===== config.mk =====
export PLATFORM = sky130hd
export DESIGN_NAME = ps2_device_tx_flat
export DESIGN_NICKNAME = d
export VERILOG_FILES = /design/src/rtl/ps2_pkg.sv /design/src/rtl/ps2_device_tx_if.sv /design/src/rtl/ps2_half_timer.sv /design/src/rtl/ps2_device_tx.sv /design/src/flat_wrapper.sv
export SDC_FILE = /design/constraint.sdc
export NUM_CORES = 1
export LEC_CHECK = 0
export CORE_MARGIN = 3
export CORE_UTILIZATION = 55
export CTS_BUF_LIST = sky130_fd_sc_hd__clkbuf_16
export DETAILED_ROUTE_END_ITERATION = 16
export PLACE_DENSITY_LB_ADDON = 0.05
export RECOVER_POWER = 25
export SYNTH_ARGS = -nofsm -noshare
export SYNTH_HDL_FRONTEND = slang
export SYNTH_SLANG_ARGS = --single-unit

===== constraint.sdc =====
create_clock -name clk -period 5.9 [get_ports clk]
set_clock_uncertainty 0.2 [all_clocks]
set_input_delay 0.885 -clock clk [delete_from_list [all_inputs] [get_ports clk]]
set_output_delay 0.885 -clock clk [all_outputs]
set_load 0.01 [all_outputs]

===== src/rtl/ps2_pkg.sv =====
// Shared PS/2 definitions: frame size, transmitter state encoding, odd-parity helper.
// Combinational only; no handshake.
package ps2_pkg;

    localparam int PS2_FRAME_BITS = 11;

    typedef enum logic [1:0] {
        ST_IDLE,
        ST_HIGH,
        ST_LOW,
        ST_GAP
    } ps2_state_e;

    // Parity bit that makes data plus parity carry an odd number of ones.
    function automatic logic odd_parity(input logic [7:0] d);
        return ~^d;
    endfunction

endpackage


===== src/rtl/ps2_device_tx_if.sv =====
// Byte handshake into the PS/2 device transmitter.
// Transfer happens on a rising clk edge where tx_valid && tx_ready.
interface ps2_device_tx_if;

    logic [7:0] tx_data;
    logic       tx_valid;
    logic       tx_ready;

    modport master (
        output tx_data,
        output tx_valid,
        input  tx_ready
    );

    modport slave (
        input  tx_data,
        input  tx_valid,
        output tx_ready
    );

endinterface


===== src/rtl/ps2_half_timer.sv =====
// Loadable down-counter; o_expire is high in the last cycle of a loaded interval (load value + 1 cycles).
// A load always wins over expiry, so back-to-back intervals need no idle cycle.
module ps2_half_timer #(
    parameter int W = 4
) (
    input  logic         clk,
    input  logic         resetn,
    input  logic         i_load,
    input  logic [W-1:0] i_load_val,
    output logic         o_expire
);

    logic [W-1:0] r_cnt;
    logic         r_armed;

    always_ff @(posedge clk or negedge resetn) begin
        if (!resetn) begin
            r_cnt   <= '0;
            r_armed <= 1'b0;
        end else if (i_load) begin
            r_cnt   <= i_load_val;
            r_armed <= 1'b1;
        end else if (r_armed) begin
            if (r_cnt == '0) begin
                r_armed <= 1'b0;
            end else begin
                r_cnt <= r_cnt - 1'b1;
            end
        end
    end

    assign o_expire = r_armed && (r_cnt == '0);

endmodule


===== src/rtl/ps2_device_tx.sv =====
// Device-side PS/2 transmitter: one byte per handshake, 11-bit frame, 22*CLK_HALF cycles plus GAP_CYCLES idle.
// tx_ready is high only in IDLE; tx_valid while busy is ignored. All outputs registered.
module ps2_device_tx
    import ps2_pkg::*;
#(
    parameter int CLK_HALF   = 2000,
    parameter int GAP_CYCLES = 4000
) (
    input  logic                  clk,
    input  logic                  resetn,
    ps2_device_tx_if.slave        tx_if,
    output logic                  ps2_clk,
    output logic                  ps2_data,
    output logic                  busy,
    output logic                  done
);

    localparam int CNT_MAX = (CLK_HALF > GAP_CYCLES) ? CLK_HALF : GAP_CYCLES;
    localparam int CW      = $clog2(CNT_MAX + 1);
    localparam logic [CW-1:0] HALF_LOAD = CW'(CLK_HALF - 1);
    localparam logic [CW-1:0] GAP_LOAD  = CW'(GAP_CYCLES - 1);
    localparam logic [3:0]    LAST_IDX  = 4'(PS2_FRAME_BITS - 1);

    ps2_state_e                r_state;
    logic [PS2_FRAME_BITS-2:0] r_shift;
    logic [3:0]                r_idx;
    logic                      r_ps2_clk;
    logic                      r_ps2_data;
    logic                      r_tx_ready;
    logic                      r_busy;
    logic                      r_done;

    logic                      w_hs;
    logic                      w_expire;
    logic                      w_load;
    logic [CW-1:0]             w_load_val;

    assign w_hs = r_tx_ready && tx_if.tx_valid;

    // Timer is reloaded on every state entry; only LOW->GAP uses the gap length.
    always_comb begin
        w_load     = 1'b0;
        w_load_val = HALF_LOAD;
        case (r_state)
            ST_IDLE: w_load = w_hs;
            ST_HIGH: w_load = w_expire;
            ST_LOW: begin
                w_load = w_expire;
                if (r_idx == LAST_IDX) begin
                    w_load_val = GAP_LOAD;
                end
            end
            default: w_load = 1'b0;
        endcase
    end

    ps2_half_timer #(
        .W (CW)
    ) u_timer (
        .clk        (clk),
        .resetn     (resetn),
        .i_load     (w_load),
        .i_load_val (w_load_val),
        .o_expire   (w_expire)
    );

    always_ff @(posedge clk or negedge resetn) begin
        if (!resetn) begin
            r_state    <= ST_IDLE;
            r_shift    <= '0;
            r_idx      <= '0;
            r_ps2_clk  <= 1'b1;
            r_ps2_data <= 1'b1;
            r_tx_ready <= 1'b1;
            r_busy     <= 1'b0;
            r_done     <= 1'b0;
        end else begin
            case (r_state)
                ST_IDLE: begin
                    r_done <= 1'b0;
                    if (w_hs) begin
                        // Start bit goes straight to the line; shift holds d0..d7, parity, stop.
                        r_shift    <= {1'b1, odd_parity(tx_if.tx_data), tx_if.tx_data};
                        r_idx      <= '0;
                        r_state    <= ST_HIGH;
                        r_ps2_clk  <= 1'b1;
                        r_ps2_data <= 1'b0;
                        r_tx_ready <= 1'b0;
                        r_busy     <= 1'b1;
                    end
                end
                ST_HIGH: begin
                    if (w_expire) begin
                        r_state   <= ST_LOW;
                        r_ps2_clk <= 1'b0;
                    end
                end
                ST_LOW: begin
                    if (w_expire) begin
                        r_ps2_clk <= 1'b1;
                        if (r_idx == LAST_IDX) begin
                            r_state    <= ST_GAP;
                            r_ps2_data <= 1'b1;
                        end else begin
                            r_state    <= ST_HIGH;
                            r_idx      <= r_idx + 1'b1;
                            r_ps2_data <= r_shift[0];
                            r_shift    <= {1'b1, r_shift[PS2_FRAME_BITS-2:1]};
                        end
                    end
                end
                ST_GAP: begin
                    if (w_expire) begin
                        r_state    <= ST_IDLE;
                        r_done     <= 1'b1;
                        r_tx_ready <= 1'b1;
                        r_busy     <= 1'b0;
                    end
                end
                default: r_state <= ST_IDLE;
            endcase
        end
    end

    assign tx_if.tx_ready = r_tx_ready;
    assign ps2_clk        = r_ps2_clk;
    assign ps2_data       = r_ps2_data;
    assign busy           = r_busy;
    assign done           = r_done;

endmodule

===== src/flat_wrapper.sv =====
// flat-port wrapper written by rule: the top's interface ports become plain ports
module ps2_device_tx_flat import ps2_pkg::*;
#(
    parameter int CLK_HALF   = 2000,
    parameter int GAP_CYCLES = 4000
)
  (clk, resetn, ps2_clk, ps2_data, busy, done, tx_if_tx_data, tx_if_tx_valid, tx_if_tx_ready);
  ps2_device_tx_if tx_if_i ();
  input  logic clk;
  input  logic resetn;
  output logic ps2_clk;
  output logic ps2_data;
  output logic busy;
  output logic done;
  input wire logic [$bits(tx_if_i.tx_data)-1:0] tx_if_tx_data;
  input wire logic [$bits(tx_if_i.tx_valid)-1:0] tx_if_tx_valid;
  output wire logic [$bits(tx_if_i.tx_ready)-1:0] tx_if_tx_ready;
  assign tx_if_i.tx_data = tx_if_tx_data;
  assign tx_if_i.tx_valid = tx_if_tx_valid;
  assign tx_if_tx_ready = tx_if_i.tx_ready;
  ps2_device_tx #(.CLK_HALF(CLK_HALF), .GAP_CYCLES(GAP_CYCLES)) u_core (.clk(clk), .resetn(resetn), .tx_if(tx_if_i), .ps2_clk(ps2_clk), .ps2_data(ps2_data), .busy(busy), .done(done));
endmodule

## Word-level counts from Yosys, hierarchy flattened

Index checks and enable logic that the tools add are counted.

- Output and inout port bits: 5
- Logic and storage cells: 73
- Flip-flop bits (word level): 34
- Input port bits: 11

- Muxes and demuxes: 34
- Eq/ne operators: 10
- Reduce and logical (&&, ||, !) cells: 17
- Add/subtract/negate cells: 2

Operators with widths:

| kind | count |
|---|---|
| 12-bit 2-to-1 mux | 5 |
| 10-bit 2-to-1 mux | 3 |
| 10-bit case mux with 2 select lines | 1 |
| 12-bit logical NOT | 1 |
| 4-bit 2-to-1 mux | 3 |
| 4-bit AND reduction | 3 |
| 12-bit by 1-bit subtractor with 12-bit output, second input constant | 1 |
| 2-bit 2-to-1 mux | 5 |
| 2-bit != test, second input constant | 5 |
| 1-bit case mux with 2 select lines | 5 |
| 1-bit 2-to-1 mux | 9 |
| 2-bit case mux with 4 select lines | 1 |
| 4-bit case mux with 2 select lines | 1 |
| 8-bit XNOR reduction | 1 |
| 3-bit AND reduction | 2 |
| 2-bit nonzero test | 3 |
| 4-bit by 1-bit adder with 4-bit output, second input constant | 1 |
| 2-bit equality test, second input constant | 2 |
| 4-bit equality test, second input constant | 1 |
| 2-bit AND reduction | 2 |
| 1-bit case mux with 3 select lines | 1 |
| 3-bit nonzero test | 1 |
| 2-bit by 1-bit equality test with 1-bit output, second input constant | 1 |
| 1-bit logical AND | 2 |
| 3 further kinds | 3 |

## Longest topological paths before layout

Gate-level depths: netlist of run 1.

- Depth after elaboration: 5
- Mapped depth: 9
- Mapped depth without buffers: 7

## By module

From an unflattened synthesis of run 1, not the netlist that was laid out.

- Cell total of the unflattened synthesis: 219
- Area total of the unflattened synthesis: 2044.5 um2

Modules (own cells, without submodules):

| module | cells an instance | area an instance (um2) | times used |
|---|---|---|---|
| ps2_device_tx | 124 | 1196.1 | 1 |
| ps2_half_timer | 95 | 848.3 | 1 |

## Worst setup path after synthesis of run 1

Ideal clock, no wire load.

- Path type: register to register
- Start point: register u_core.u_timer.r_cnt[0]
- End point: register u_core.r_shift[8]
- Path buffers: 1
- Stages on the path, launching flop included: 9
- Required time: 5.579 ns
- Period minus slack after synthesis: 2.254 ns
- Setup time: 0.121 ns
- Arrival time: 1.933 ns
- Setup slack: 3.646 ns
- Cells stage by stage: dfrtp_1 -> inv_1 -> ha_1 -> nor4b_4 -> a31oi_2 -> or3_4 -> buf_6 -> a22oi_1 -> nand2_1

- Cells in the longest elaborated chain, start to end: 4

Ends and longest elaborated chain:

| item | RTL line | source |
|---|---|---|
| start, declared | ps2_half_timer.sv:13 | `logic [W-1:0] r_cnt;` |
| start signal, assigned | ps2_half_timer.sv:21 | `r_cnt <= i_load_val;` |
| start signal, assigned | ps2_half_timer.sv:27 | `r_cnt <= r_cnt - 1'b1;` |
| 12-bit logical NOT | ps2_half_timer.sv:32 | `assign o_expire = r_armed && (r_cnt == '0);` |
| 1-bit logical AND | ps2_half_timer.sv:32 |  |
| 2-bit != test (no source line) | -- |  |
| 4-bit AND reduction (no source line) | -- |  |
| end signal, assigned | ps2_device_tx.sv:83 | `r_shift <= {1'b1, odd_parity(tx_if.tx_data), tx_if.tx_data};` |
| end signal, assigned | ps2_device_tx.sv:108 | `r_shift <= {1'b1, r_shift[PS2_FRAME_BITS-2:1]};` |
| end, declared | ps2_device_tx.sv:25 | `logic [PS2_FRAME_BITS-2:0] r_shift;` |

No other way between the ends.
A chain may end at the register's enable or synchronous reset.

## Final worst setup path of run 1

- Start point: input tx_if_tx_valid
- End point: register u_core.r_idx[0]

- Cells in the longest elaborated chain, start to end: 3

Ends and longest elaborated chain:

| item | RTL line | source |
|---|---|---|
| start, declared | flat_wrapper.sv:16 | `input wire logic [$bits(tx_if_i.tx_valid)-1:0] tx_if_tx_valid;` |
| 1-bit logical AND | ps2_device_tx.sv:38 | `assign w_hs = r_tx_ready && tx_if.tx_valid;` |
| 2-bit by 1-bit != test with 1-bit output (no source line) | -- |  |
| 4-bit AND reduction (no source line) | -- |  |
| end signal, assigned | ps2_device_tx.sv:106 | `r_idx <= r_idx + 1'b1;` |
| end, declared | ps2_device_tx.sv:26 | `logic [3:0] r_idx;` |

No other way between the ends.

==> out/results.ini, run 1 <==
[grt]
first_pass_grt_wire_length_um=6437
grt_usage_pct=20.05
grt_pass1_vias=1459
antenna_found_initial=0
grt_max_degree=35
globalRoute.totalOverflow=0

[routing]
highest_layer=met4
first_pass_iters=6
routed-wl-met3_um=146
ant_nets=0
drt-vias-per-instance=5.694
via_count=1469
wl_met1_um=1592
wl_um=3697
drt_drc_violations_left=0
drtIter0Drc=118
routed_wire_length_per_instance_um=14.33
route.met2.wl_um=1879

[worst_setup_path]
start_kind=input pin
worst_setup_path_end_kind=flop
crit_path_cell_trace=clkdlybuf4s50_1 -> nand2_1 -> a22o_1 -> nor3_1 -> mux2_2
cp.required_ns=5.91
worstRegToRegCells=6
worst-endpoint-arrival_ns=3.13
crit_type=input pin to flop
critical_path.max_stage_delay_ns=1.02
r2r_slack_ns=2.96
worst-path-max-fanout=12
timing.critical_path.slowest_stage_cell=sky130_fd_sc_hd__nor3_1

[worst_hold_path]
min_path_cells=2
worst_hold_path_type=flop to flop

[timing]
tns_ns=0
period_share_pct=52.83
rsz_0062_raised_after_global_routing=false
final-hold-violation-count=0
maximum_operating_frequency_ghz=0.3208
timing_worst_slew_pin_value_ns=1.756
timing_max_transition_violations_final=35
setup_viol_count_final=0
worst_slew_margin_rel_pct=-17.07
layout_min_cycle_time_ns=3.117

[logic_synthesis]
synth_compound_area_share_pct=14.53
synth-seq-area-share_pct=45.11
largest_family_of_logic_cells_by_synthesized_area=simple AND/OR/NAND/NOR gates
synth_mux_area_share_pct=1.123
post_synth_fa_ha_maj_area_fraction_pct=5.284
synth.yosys.warnings=0
count_of_flip_flops_with_a_built_in_enable_after_synthesis=0
synth_simple_gate_area_share_pct=23.05
synthDistinctLibCells=41
post_synth_main_area_contributors=sky130_fd_sc_hd__dfrtp_1 (41%), sky130_fd_sc_hd__nand2_1 (7.3%), sky130_fd_sc_hd__ha_1 (5.3%)
synth_cells=196
synthesis.area_mm2=0.001894
synth_area_per_cell_um2=9.665
postSynth.asyncResetShare_pct=100.0
synth_largest_type_area_fraction_pct=40.95
synth_ff_type=sky130_fd_sc_hd__dfrtp_1
synthesis.nets=215
synth_xor_area_share_pct=6.935
ys_seq_elements=34
synthDominantAreaCellType=sky130_fd_sc_hd__dfrtp_1

[cells_and_area]
final_nets=232
final_common_cell=sky130_fd_sc_hd__nand2_1
antenna_cells=0
drive_gt1_share_pct=9.346
fin_area_mm2=0.002207
area.growth.synth_to_final_pct=16.51
layout.cells.most_common_list=sky130_fd_sc_hd__nand2_1 (37), sky130_fd_sc_hd__dfrtp_1 (31), sky130_fd_sc_hd__clkdlybuf4s50_1 (14)

[job]
drv.max_cap_violation_count=1

[die]
top_level_ports=16
floorplan.die_area_mm2=0.004184
core_area_mm2=0.003178
dieWidth_um=64.69
fp.dieH_um=64.69
initial_utilization_pct=59.61
num_rows=20

[placement]
detailed_place_hpwl_um=2599
detailed_place.area_mm2=0.002073
buffer_ports.inserted=15
routabilityCongestion=0.8163

[clock_tree]
numClockSinks=34
number_of_buffers_between_clock_root_and_the_deepest_sink=2
cts.htree.levels=2
cts_setup_buffers=0
clk_root_buffer_cell=sky130_fd_sc_hd__clkbuf_16
tritoncts.num_buffers=5
post_cts_hold_buffer_count=0
cts.clk_slew.worst_paths_ns=0.05
clk_latency_ns=0.28
cts_tree=done
ctsResizeCount=0

[status]
outcome=finished with violations
failed_checks=max-capacitance violations, max-slew violations

[pwr]
power.ir.vdd_worst_mv=0.2768
power.leakage_uw=0.0009488
power_density_mw_per_mm2=428.1

-- critical path: cells and delay by family --
kind / cells / cell delay, ns
AO/OA/AOI/OAI: 1 / 0.25
multiplexers: 1 / 0.33
buffers and inverters: 1 / 0.51
AND/OR/NAND/NOR: 2 / 1.14
-- flip-flops by register name, summed over array words and instances (netlist names) --
name / count
u_core.busy: 1
u_core.tx_if.tx_ready: 1
u_core.r_state: 2
u_core.done: 1
u_core.u_timer.r_armed: 1
u_core.r_shift: 10
u_core.ps2_clk: 1
u_core.r_idx: 4
u_core.ps2_data: 1
u_core.u_timer.r_cnt: 12
-- metal layers --
metal / vias up / global-route usage, %
met4: 0 / 10.29
li1: 723 / -
met2: 34 / 32.60
met3: 9 / 5.719
met5: - / 0
met1: 703 / 24.16
-- cell type report --
cell class | instances | area [um^2]
inverter | 11 | 41.29
clock inverter | 3 | 12.51
tap | 44 | 55.05
clock buffer | 5 | 125.1
timing repair buffer | 16 | 153.9
sequential | 34 | 854.6
multi-input combinational | 145 | 964.7
fill | 259 | 970.9
-- cell usage after synthesis (all sizes together) (2+ instances only) --
master  instances
buf             4
nor3            4
a31oi           5
nand4b          2
nand4           3
xnor2          11
nor2           11
or4             2
nor4b           2
o31ai           3
nand2          37
dfstp           3
xor2            4
nor4            2
nand3           9
a21oi           4
a22oi           9
inv            11
clkbuf          2
a22o            3
a21o            2
or4b            2
dfrtp          31
ha              8
o21ai          11
-- power by group --
group          internal, uW  switching [uW]  total, uW  leakage [uW]
clock network           152            90.9        243     0.0000724
registers               308            77.0        385      0.000399
logic                   135             181        317      0.000478
-- path summary, 6_finish.rpt --
kind	end	from
min	u_core.r_shift[5]	u_core.r_shift[5]
max in group asynchronous	u_core.u_timer.r_cnt[0]	resetn
min reg2reg	u_core.r_shift[5]	u_core.r_shift[5]
max	u_core.r_idx[0]	tx_if_tx_valid
max reg2reg	u_core.r_idx[0]	u_core.u_timer.r_cnt[0]
min in group asynchronous	u_core.done	resetn
-- cell families (layout without fill, tap and decap cells) --
kind of cell,Yosys count,after routing
buffers and inverters,17,35
AOI/OAI and AO/OA,40,40
xor gates and xnor gates,15,15
DFF,34,34
muxes,2,2
and+or+nand+nor,80,80
adders and majority gates,8,8
-- stage by stage --
step / std cells / hold slack, ns / total power [uW] / util (%) / setup slack (ns)
floorplan: 196 / 0.2327 / 621.1 / - / 3.646
global placement: 250 / 0.2514 / 684.5 / 65.24 / 2.631
detailed placement: 250 / 0.2567 / 703.9 / 65.24 / 2.592
CTS: 258 / 0.2732 / 948.7 / 69.57 / 2.843
global route: 258 / 0.2864 / 1014 / 69.45 / 2.594
finish: 258 / 0.2709 / 944.9 / 69.45 / 2.783
Note: power is estimated with default switching activity, not from simulation.
==> run 2: changes to the inputs <==
==> constraint.sdc (replaced) <==
create_clock -name clk -period 3.1 [get_ports clk]
set_clock_uncertainty 0.2 [all_clocks]
set_input_delay 0.465 -clock clk [delete_from_list [all_inputs] [get_ports clk]]
set_output_delay 0.465 -clock clk [all_outputs]
set_load 0.01 [all_outputs]
==> out/results.ini, run 2 (same netlist as run 1, synthesis figures left out) <==
[status]
outcome=complete, no violations  ; was finished with violations

[routing]
wl_um=3823  ; was 3697 um
via_count=1477  ; was 1469
ant_nets=0  ; unchanged
drt_drc_violations_left=0  ; unchanged
drt-vias-per-instance=5.681  ; was 5.694
drtIter0Drc=87  ; was 118
routed_wire_length_per_instance_um=14.70  ; was 14.33 um
first_pass_iters=4  ; was 6

[grt]
first_pass_grt_wire_length_um=6775  ; was 6437 um
antenna_found_initial=0  ; unchanged
grt_usage_pct=20.77  ; was 20.05%
globalRoute.totalOverflow=0  ; unchanged
grt_max_degree=35  ; unchanged
grt_pass1_vias=1476  ; was 1459

[cells_and_area]
top_register=u_core.u_timer.r_cnt  ; unchanged
antenna_cells=0  ; unchanged
drive_gt1_share_pct=10.65  ; was 9.346%
fin_area_mm2=0.002226  ; was 0.002207 mm^2
number_of_flip_flops_under_the_largest_register_name=12  ; unchanged
area.growth.synth_to_final_pct=17.50  ; was 16.51%
final_common_cell=sky130_fd_sc_hd__nand2_1  ; unchanged
instances_no_fill=260  ; was 258
final_nets=234  ; was 232
top_regs=u_core.u_timer.r_cnt x12, u_core.r_shift x10, u_core.r_idx x4  ; unchanged
layout.cells.most_common_list=sky130_fd_sc_hd__nand2_1 (37), sky130_fd_sc_hd__dfrtp_1 (31), sky130_fd_sc_hd__clkdlybuf4s50_1 (14)  ; unchanged

[timing]
timing_max_transition_violations_final=0  ; was 35
final-hold-violation-count=0  ; unchanged
tns_ns=0  ; unchanged
setup_viol_count_final=0  ; unchanged
maximum_operating_frequency_ghz=0.4185
worst_slew_margin_rel_pct=57.45  ; was -17.07%
rsz_0062_raised_after_global_routing=false  ; unchanged
timing_worst_slew_pin_value_ns=0.6293  ; was 1.756 ns
layout_min_cycle_time_ns=2.389
period_share_pct=77.07

[clock_tree]
post_cts_hold_buffer_count=0  ; unchanged
clk_root_buffer_cell=sky130_fd_sc_hd__clkbuf_16  ; unchanged
ctsResizeCount=0  ; unchanged
cts.clk_slew.worst_paths_ns=0.05  ; about the same
cts_setup_buffers=0  ; unchanged
numClockSinks=34  ; unchanged
clk_latency_ns=0.28  ; about the same
cts_tree=done  ; unchanged
tritoncts.num_buffers=5  ; unchanged
number_of_buffers_between_clock_root_and_the_deepest_sink=2  ; unchanged
cts.htree.levels=2  ; unchanged

[die]
floorplan.die_area_mm2=0.004184  ; unchanged
core_area_mm2=0.003178  ; unchanged
fp.dieH_um=64.69  ; unchanged
top_level_ports=16  ; unchanged
num_rows=20  ; unchanged
dieWidth_um=64.69  ; unchanged
initial_utilization_pct=59.61  ; unchanged

[worst_setup_path]
start_kind=flop  ; was input pin
worstRegToRegCells=8  ; was 6
worst-path-max-fanout=9  ; was 12
timing.critical_path.slowest_stage_cell=sky130_fd_sc_hd__or4_1  ; was sky130_fd_sc_hd__nor3_1
worst_setup_path_end_kind=flop  ; unchanged
cp.required_ns=3.11  ; was 5.91 ns
critical_path.max_stage_delay_ns=0.47  ; was 1.02 ns
path_delay_family=simple AND/OR/NAND/NOR gates  ; unchanged
crit_type=flop to flop  ; was input pin to flop
crit_buf_inv=2  ; was 1
critical_path_cell_count=8  ; was 5
crit_path_cell_trace=inv_1 -> ha_1 -> nor4b_4 -> buf_4 -> a31oi_2 -> or2_1 -> or4_1 -> nand3_1  ; was clkdlybuf4s50_1 -> nand2_1 -> a22o_1 -> nor3_1 -> mux2_2
worst-endpoint-arrival_ns=2.40  ; was 3.13 ns

[job]
drv.max_cap_violation_count=0  ; was 1

[pwr]
netSwitchingPower_uw=668.4  ; was 349.2 uW
internal-power_uw=1136  ; was 595.6 uW
switching_fraction_of_total_power_pct=37.03  ; was 36.96%
clockPowerShare_pct=25.8  ; was 25.7%
share_seq_of_total_power_pct=40.5  ; was 40.8%
report.power.total_uw=1805  ; was 944.9 uW
power.share.combinational_pct=33.7  ; was 33.5%
power.leakage_uw=0.0009633  ; was 0.0009488 uW
power.ir.vdd_worst_mv=0.5394  ; was 0.2768 mV
power_density_mw_per_mm2=810.8  ; was 428.1 mW/mm^2

[worst_hold_path]
min_path_cells=2  ; unchanged
worst_hold_path_type=flop to flop  ; unchanged

[placement]
detailed_place.area_mm2=0.002088  ; was 0.002073 mm^2
routabilityCongestion=0.8123  ; was 0.8163
buffer_ports.inserted=15  ; unchanged
post-place-cells=252  ; was 250
detailed_place_hpwl_um=2635  ; was 2599 um

run 2: cell count changes in the layout (fill, tap and decap cells not counted), sizes merged:
cell and delta:
clkbuf -1, buf +3
run 2: through the flow:
step	hold WS (ns)	worst slack [ns]	utilization (%)
6_report	0.2665	0.7107	70.04
5_1_grt	0.2989	0.5804	70.04
4_1_cts	0.2694	0.7024	70.04
3_5_place_dp	0.2538	0.6813	65.71
3_3_place_gp	0.2507	0.7226	65.71
2_1_floorplan	-0.03059	0.8461	-
run 2: power groups by stage:
stage / Sequential (uW) / Clock, uW / Combinational, uW
2_1_floorplan: 712 / 0 / 471
6_report: 731 / 465 / 609
3_5_place_dp: 737 / 0 / 601
4_1_cts: 730 / 472 / 613
5_1_grt: 754 / 497 / 701
3_3_place_gp: 723 / 0 / 580
run 2: routing by layer:
metal / share of wire, % / GRT usage [%]
met1: 45 / 26.35
met2: 51 / 35.18
met3: 2.9 / 5.373
met4: 0.81 / 5.541
met5: 0 / 0
run 2: cell type report:
cell class	instances	area [um^2]
Timing Repair Buffer	18	172.7
Clock buffer	5	125.1
Tap cell	44	55.05
Fill cell	266	952.2
Inverter	11	41.29
Multi-Input combinational cell	145	964.7
Sequential cell	34	854.6
Clock inverter	3	12.51
run 2: worst paths after layout:
| check | startpoint | endpoint | slack (ns) |
|---|---|---|---|
| min | u_core.r_shift[6] | u_core.r_shift[6] | 0.27 |
| max reg2reg | u_core.u_timer.r_cnt[0] | u_core.r_idx[3] | 0.71 |
| min in group asynchronous | resetn | u_core.r_state[1] | 0.47 |
| max | u_core.u_timer.r_cnt[0] | u_core.r_idx[3] | 0.71 |
| min reg2reg | u_core.r_shift[6] | u_core.r_shift[6] | 0.27 |
| max in group asynchronous | resetn | u_core.tx_if.tx_ready | 1.89 |
run 2: worst min-delay path, delay by kind of cell (launching register included):
family / cells / cell delay (ns)
and+or+nand+nor: 2 / 0.10
DFF: 1 / 0.34
==> run 3: changes to the inputs <==
--- a/config.mk
+++ b/config.mk
@@ -6,7 +6,7 @@
 export NUM_CORES = 1
 export LEC_CHECK = 0
 export CORE_MARGIN = 3
-export CORE_UTILIZATION = 55
+export CORE_UTILIZATION = 51
 export CTS_BUF_LIST = sky130_fd_sc_hd__clkbuf_16
 export DETAILED_ROUTE_END_ITERATION = 16
 export PLACE_DENSITY_LB_ADDON = 0.05
==> constraint.sdc (replaced) <==
create_clock -name clk -period 2 [get_ports clk]
set_clock_uncertainty 0.2 [all_clocks]
set_input_delay 0.3 -clock clk [delete_from_list [all_inputs] [get_ports clk]]
set_output_delay 0.3 -clock clk [all_outputs]
set_load 0.01 [all_outputs]
==> out/results.ini, run 3 (same netlist as run 1, synthesis figures left out) <==
[status]
outcome=finished with violations  ; was complete, no violations
failed_checks=negative setup slack

[worst_hold_path]
min_path_cells=2  ; unchanged
worst_hold_path_type=flop to flop  ; unchanged
min_to=u_core.ps2_clk  ; was u_core.r_shift[6]
timing.hold.worst.start=u_core.ps2_clk  ; was u_core.r_shift[6]

[die]
dieWidth_um=66.95  ; was 64.69 um
fp.dieH_um=66.95  ; was 64.69 um
initial_utilization_pct=54.62  ; was 59.61%
floorplan.die_area_mm2=0.004482  ; was 0.004184 mm^2
core_area_mm2=0.003468  ; was 0.003178 mm^2
num_rows=21  ; was 20
top_level_ports=16  ; unchanged

[pwr]
power_density_mw_per_mm2=1319  ; was 810.8 mW/mm^2
report.power.total_uw=3588  ; was 1805 uW
power.ir.vdd_worst_mv=1.073  ; was 0.5394 mV
power.leakage_uw=0.001198  ; was 0.0009633 uW

[routing]
ant_nets=0  ; unchanged
routed_wire_length_per_instance_um=15.59  ; was 14.70 um
drt-vias-per-instance=5.488  ; was 5.681
wl_um=4693  ; was 3823 um
first_pass_iters=4  ; unchanged
via_count=1652  ; was 1477
drtIter0Drc=70  ; was 87
drt_drc_violations_left=0  ; unchanged

[clock_tree]
cts.clk_slew.worst_paths_ns=0.05  ; about the same
tritoncts.num_buffers=5  ; unchanged
clk_latency_ns=0.28  ; about the same
cts_tree=done  ; unchanged
numClockSinks=34  ; unchanged
clk_root_buffer_cell=sky130_fd_sc_hd__clkbuf_16  ; unchanged
number_of_buffers_between_clock_root_and_the_deepest_sink=2  ; unchanged
post_cts_hold_buffer_count=0  ; unchanged
cts.htree.levels=2  ; unchanged

[grt]
grt_usage_pct=22.72  ; was 20.77%
antenna_found_initial=0  ; unchanged
globalRoute.totalOverflow=0  ; unchanged
grt_max_degree=35  ; unchanged
grt_pass1_vias=1759  ; was 1476
first_pass_grt_wire_length_um=7659  ; was 6775 um

[job]
drv.max_cap_violation_count=0  ; unchanged

[cells_and_area]
number_of_flip_flops_under_the_largest_register_name=12  ; unchanged
final_nets=273  ; was 234
instances_no_fill=301  ; was 260
area.growth.synth_to_final_pct=43.66  ; was 17.50%
antenna_cells=0  ; unchanged
drive_gt1_share_pct=36.08  ; was 10.65%
top_regs=u_core.u_timer.r_cnt x12, u_core.r_shift x10, u_core.r_idx x4  ; unchanged
layout.cells.most_common_list=sky130_fd_sc_hd__buf_4 (36), sky130_fd_sc_hd__nand2_1 (31), sky130_fd_sc_hd__dfrtp_1 (30)  ; was sky130_fd_sc_hd__nand2_1 (37), sky130_fd_sc_hd__dfrtp_1 (31), sky130_fd_sc_hd__clkdlybuf4s50_1 (14)
final_common_cell=sky130_fd_sc_hd__buf_4  ; was sky130_fd_sc_hd__nand2_1
top_register=u_core.u_timer.r_cnt  ; unchanged

[worst_setup_path]
path_delay_family=simple AND/OR/NAND/NOR gates  ; unchanged
critical_path.max_stage_delay_ns=0.43  ; was 0.47 ns
r2r_slack_ns=-0.11  ; was 0.71 ns
cp.required_ns=2.02  ; was 3.11 ns
crit_buf_inv=1  ; was 2
start_kind=flop  ; unchanged
timing.critical_path.slowest_stage_cell=sky130_fd_sc_hd__or4_4  ; was sky130_fd_sc_hd__or4_1
worst-path-max-fanout=3  ; was 9
worst_setup_path_end_kind=flop  ; unchanged
crit_path_cell_trace=inv_2 -> ha_4 -> nor4b_4 -> a31oi_2 -> or2_1 -> or4_4 -> nand3_2  ; was inv_1 -> ha_1 -> nor4b_4 -> buf_4 -> a31oi_2 -> or2_1 -> or4_1 -> nand3_1
reg2reg_to=u_core.r_idx[3]  ; unchanged
worst-endpoint-arrival_ns=2.12  ; was 2.40 ns
critical_path.reg2reg.startpoint=u_core.u_timer.r_cnt[1]  ; was u_core.u_timer.r_cnt[0]
worstRegToRegCells=7  ; was 8
crit_type=flop to flop  ; unchanged

[placement]
post-place-cells=282  ; was 252
routabilityCongestion=0.8124  ; was 0.8123
buffer_ports.inserted=15  ; unchanged
dp_slack_ns=-0.2089  ; was 0.6813 ns
detailed_place_hpwl_um=2982  ; was 2635 um

[timing]
timing.final.ws_setup_ns=-0.1052  ; was 0.7107 ns
final-hold-violation-count=0  ; unchanged
layout_min_cycle_time_ns=2.105  ; was 2.389 ns
period_share_pct=105.3  ; was 77.07%
setup_viol_count_final=13  ; was 0
timing.hold.ws_ns=0.2754  ; was 0.2665 ns
worst_slew_margin_rel_pct=44.66  ; was 57.45%
rsz_0062_raised_after_global_routing=true  ; was false
maximum_operating_frequency_ghz=0.4750  ; was 0.4185 GHz
timing_worst_slew_pin_value_ns=0.8301  ; was 0.6293 ns
timing_max_transition_violations_final=0  ; unchanged

==> run 3: changes by cell type in the layout (fill, tap and decap cells not counted), moves of 3 or more <==
cell and change:
sky130_fd_sc_hd__buf_4 +33, sky130_fd_sc_hd__a22oi_1 -6, sky130_fd_sc_hd__a22oi_2 +6, sky130_fd_sc_hd__nand2_1 -6, sky130_fd_sc_hd__nand2_2 +6, sky130_fd_sc_hd__buf_6 +5
sky130_fd_sc_hd__o21ai_0 -4, sky130_fd_sc_hd__o21ai_1 +4, sky130_fd_sc_hd__nand3_1 -3
==> run 3: cell type report <==
class	instances	area, um^2
Clock buffer	5	125.1
Clock inverter	3	37.54
Fill cell	222	747.0
Inverter	11	41.29
Multi-Input combinational cell	145	1122
Sequential cell	34	855.8
Tap cell	46	57.56
Timing Repair Buffer	57	481.7
==> run 3: worst register-to-register path: cells and delay by family (launching register included) <==
kind,cells,cell delay (ns)
DFF,1,0.39
buffers and inverters,1,0.08
adders and majority gates,1,0.13
and+or+nand+nor,4,1.08
AOI/OAI and AO/OA,1,0.17
==> run 3: layer usage <==
metal | wire length [um] | global-route usage, % | part of all wire [%]
met3 | 146 | 5.902 | 3.1
met4 | 68 | 8.608 | 1.4
met1 | 2010 | 25.29 | 43
met2 | 2467 | 40.97 | 53
met5 | 0 | 0 | 0
==> run 3: power by group <==
part / switching, uW / internal [uW]
sequential: 193 / 912
combinational: 809 / 823
clock: 274 / 578
==> run 3: what timing repair did <==
item / 4_1_cts / 5_1_grt
pin swaps: 5 / 22
gates cloned: 1 / 0
endpoints found under the setup margin: 23 / 30
buffers inserted: 6 / 4
hold endpoints to repair: 0 / 0
resized for setup: 16 / 29
==> run 3: worst max path at each step <==
| stage | startpoint | endpoint | slack, ns | cells after the start |
|---|---|---|---|---|
| finish | u_core.u_timer.r_cnt[1] | u_core.r_idx[3] | -0.11 | 7 |
| global route | u_core.u_timer.r_cnt[1] | u_core.r_idx[3] | -0.16 | 7 |
| CTS | u_core.u_timer.r_cnt[1] | u_core.r_idx[3] | -0.02 | 7 |
| detailed placement | u_core.u_timer.r_cnt[1] | u_core.u_timer.r_cnt[6] | -0.21 | 6 |
| global placement | u_core.u_timer.r_cnt[0] | u_core.u_timer.r_cnt[6] | -0.15 | 6 |
| floorplan | u_core.u_timer.r_cnt[1] | u_core.r_idx[1] | -0.14 | 7 |
==> run 3: per-stage QoR <==
| stage | util [%] | setup TNS (ns) | instance area (um^2) |
|---|---|---|---|
| 2_1_floorplan | - | -1.116 | 1902 |
| 3_3_place_gp | 66.56 | -1.997 | 2308 |
| 3_5_place_dp | 66.56 | -2.605 | 2308 |
| 4_1_cts | 74.53 | -0.02532 | 2585 |
| 5_1_grt | 78.46 | -2.415 | 2721 |
| 6_report | 78.46 | -0.5454 | 2721 |
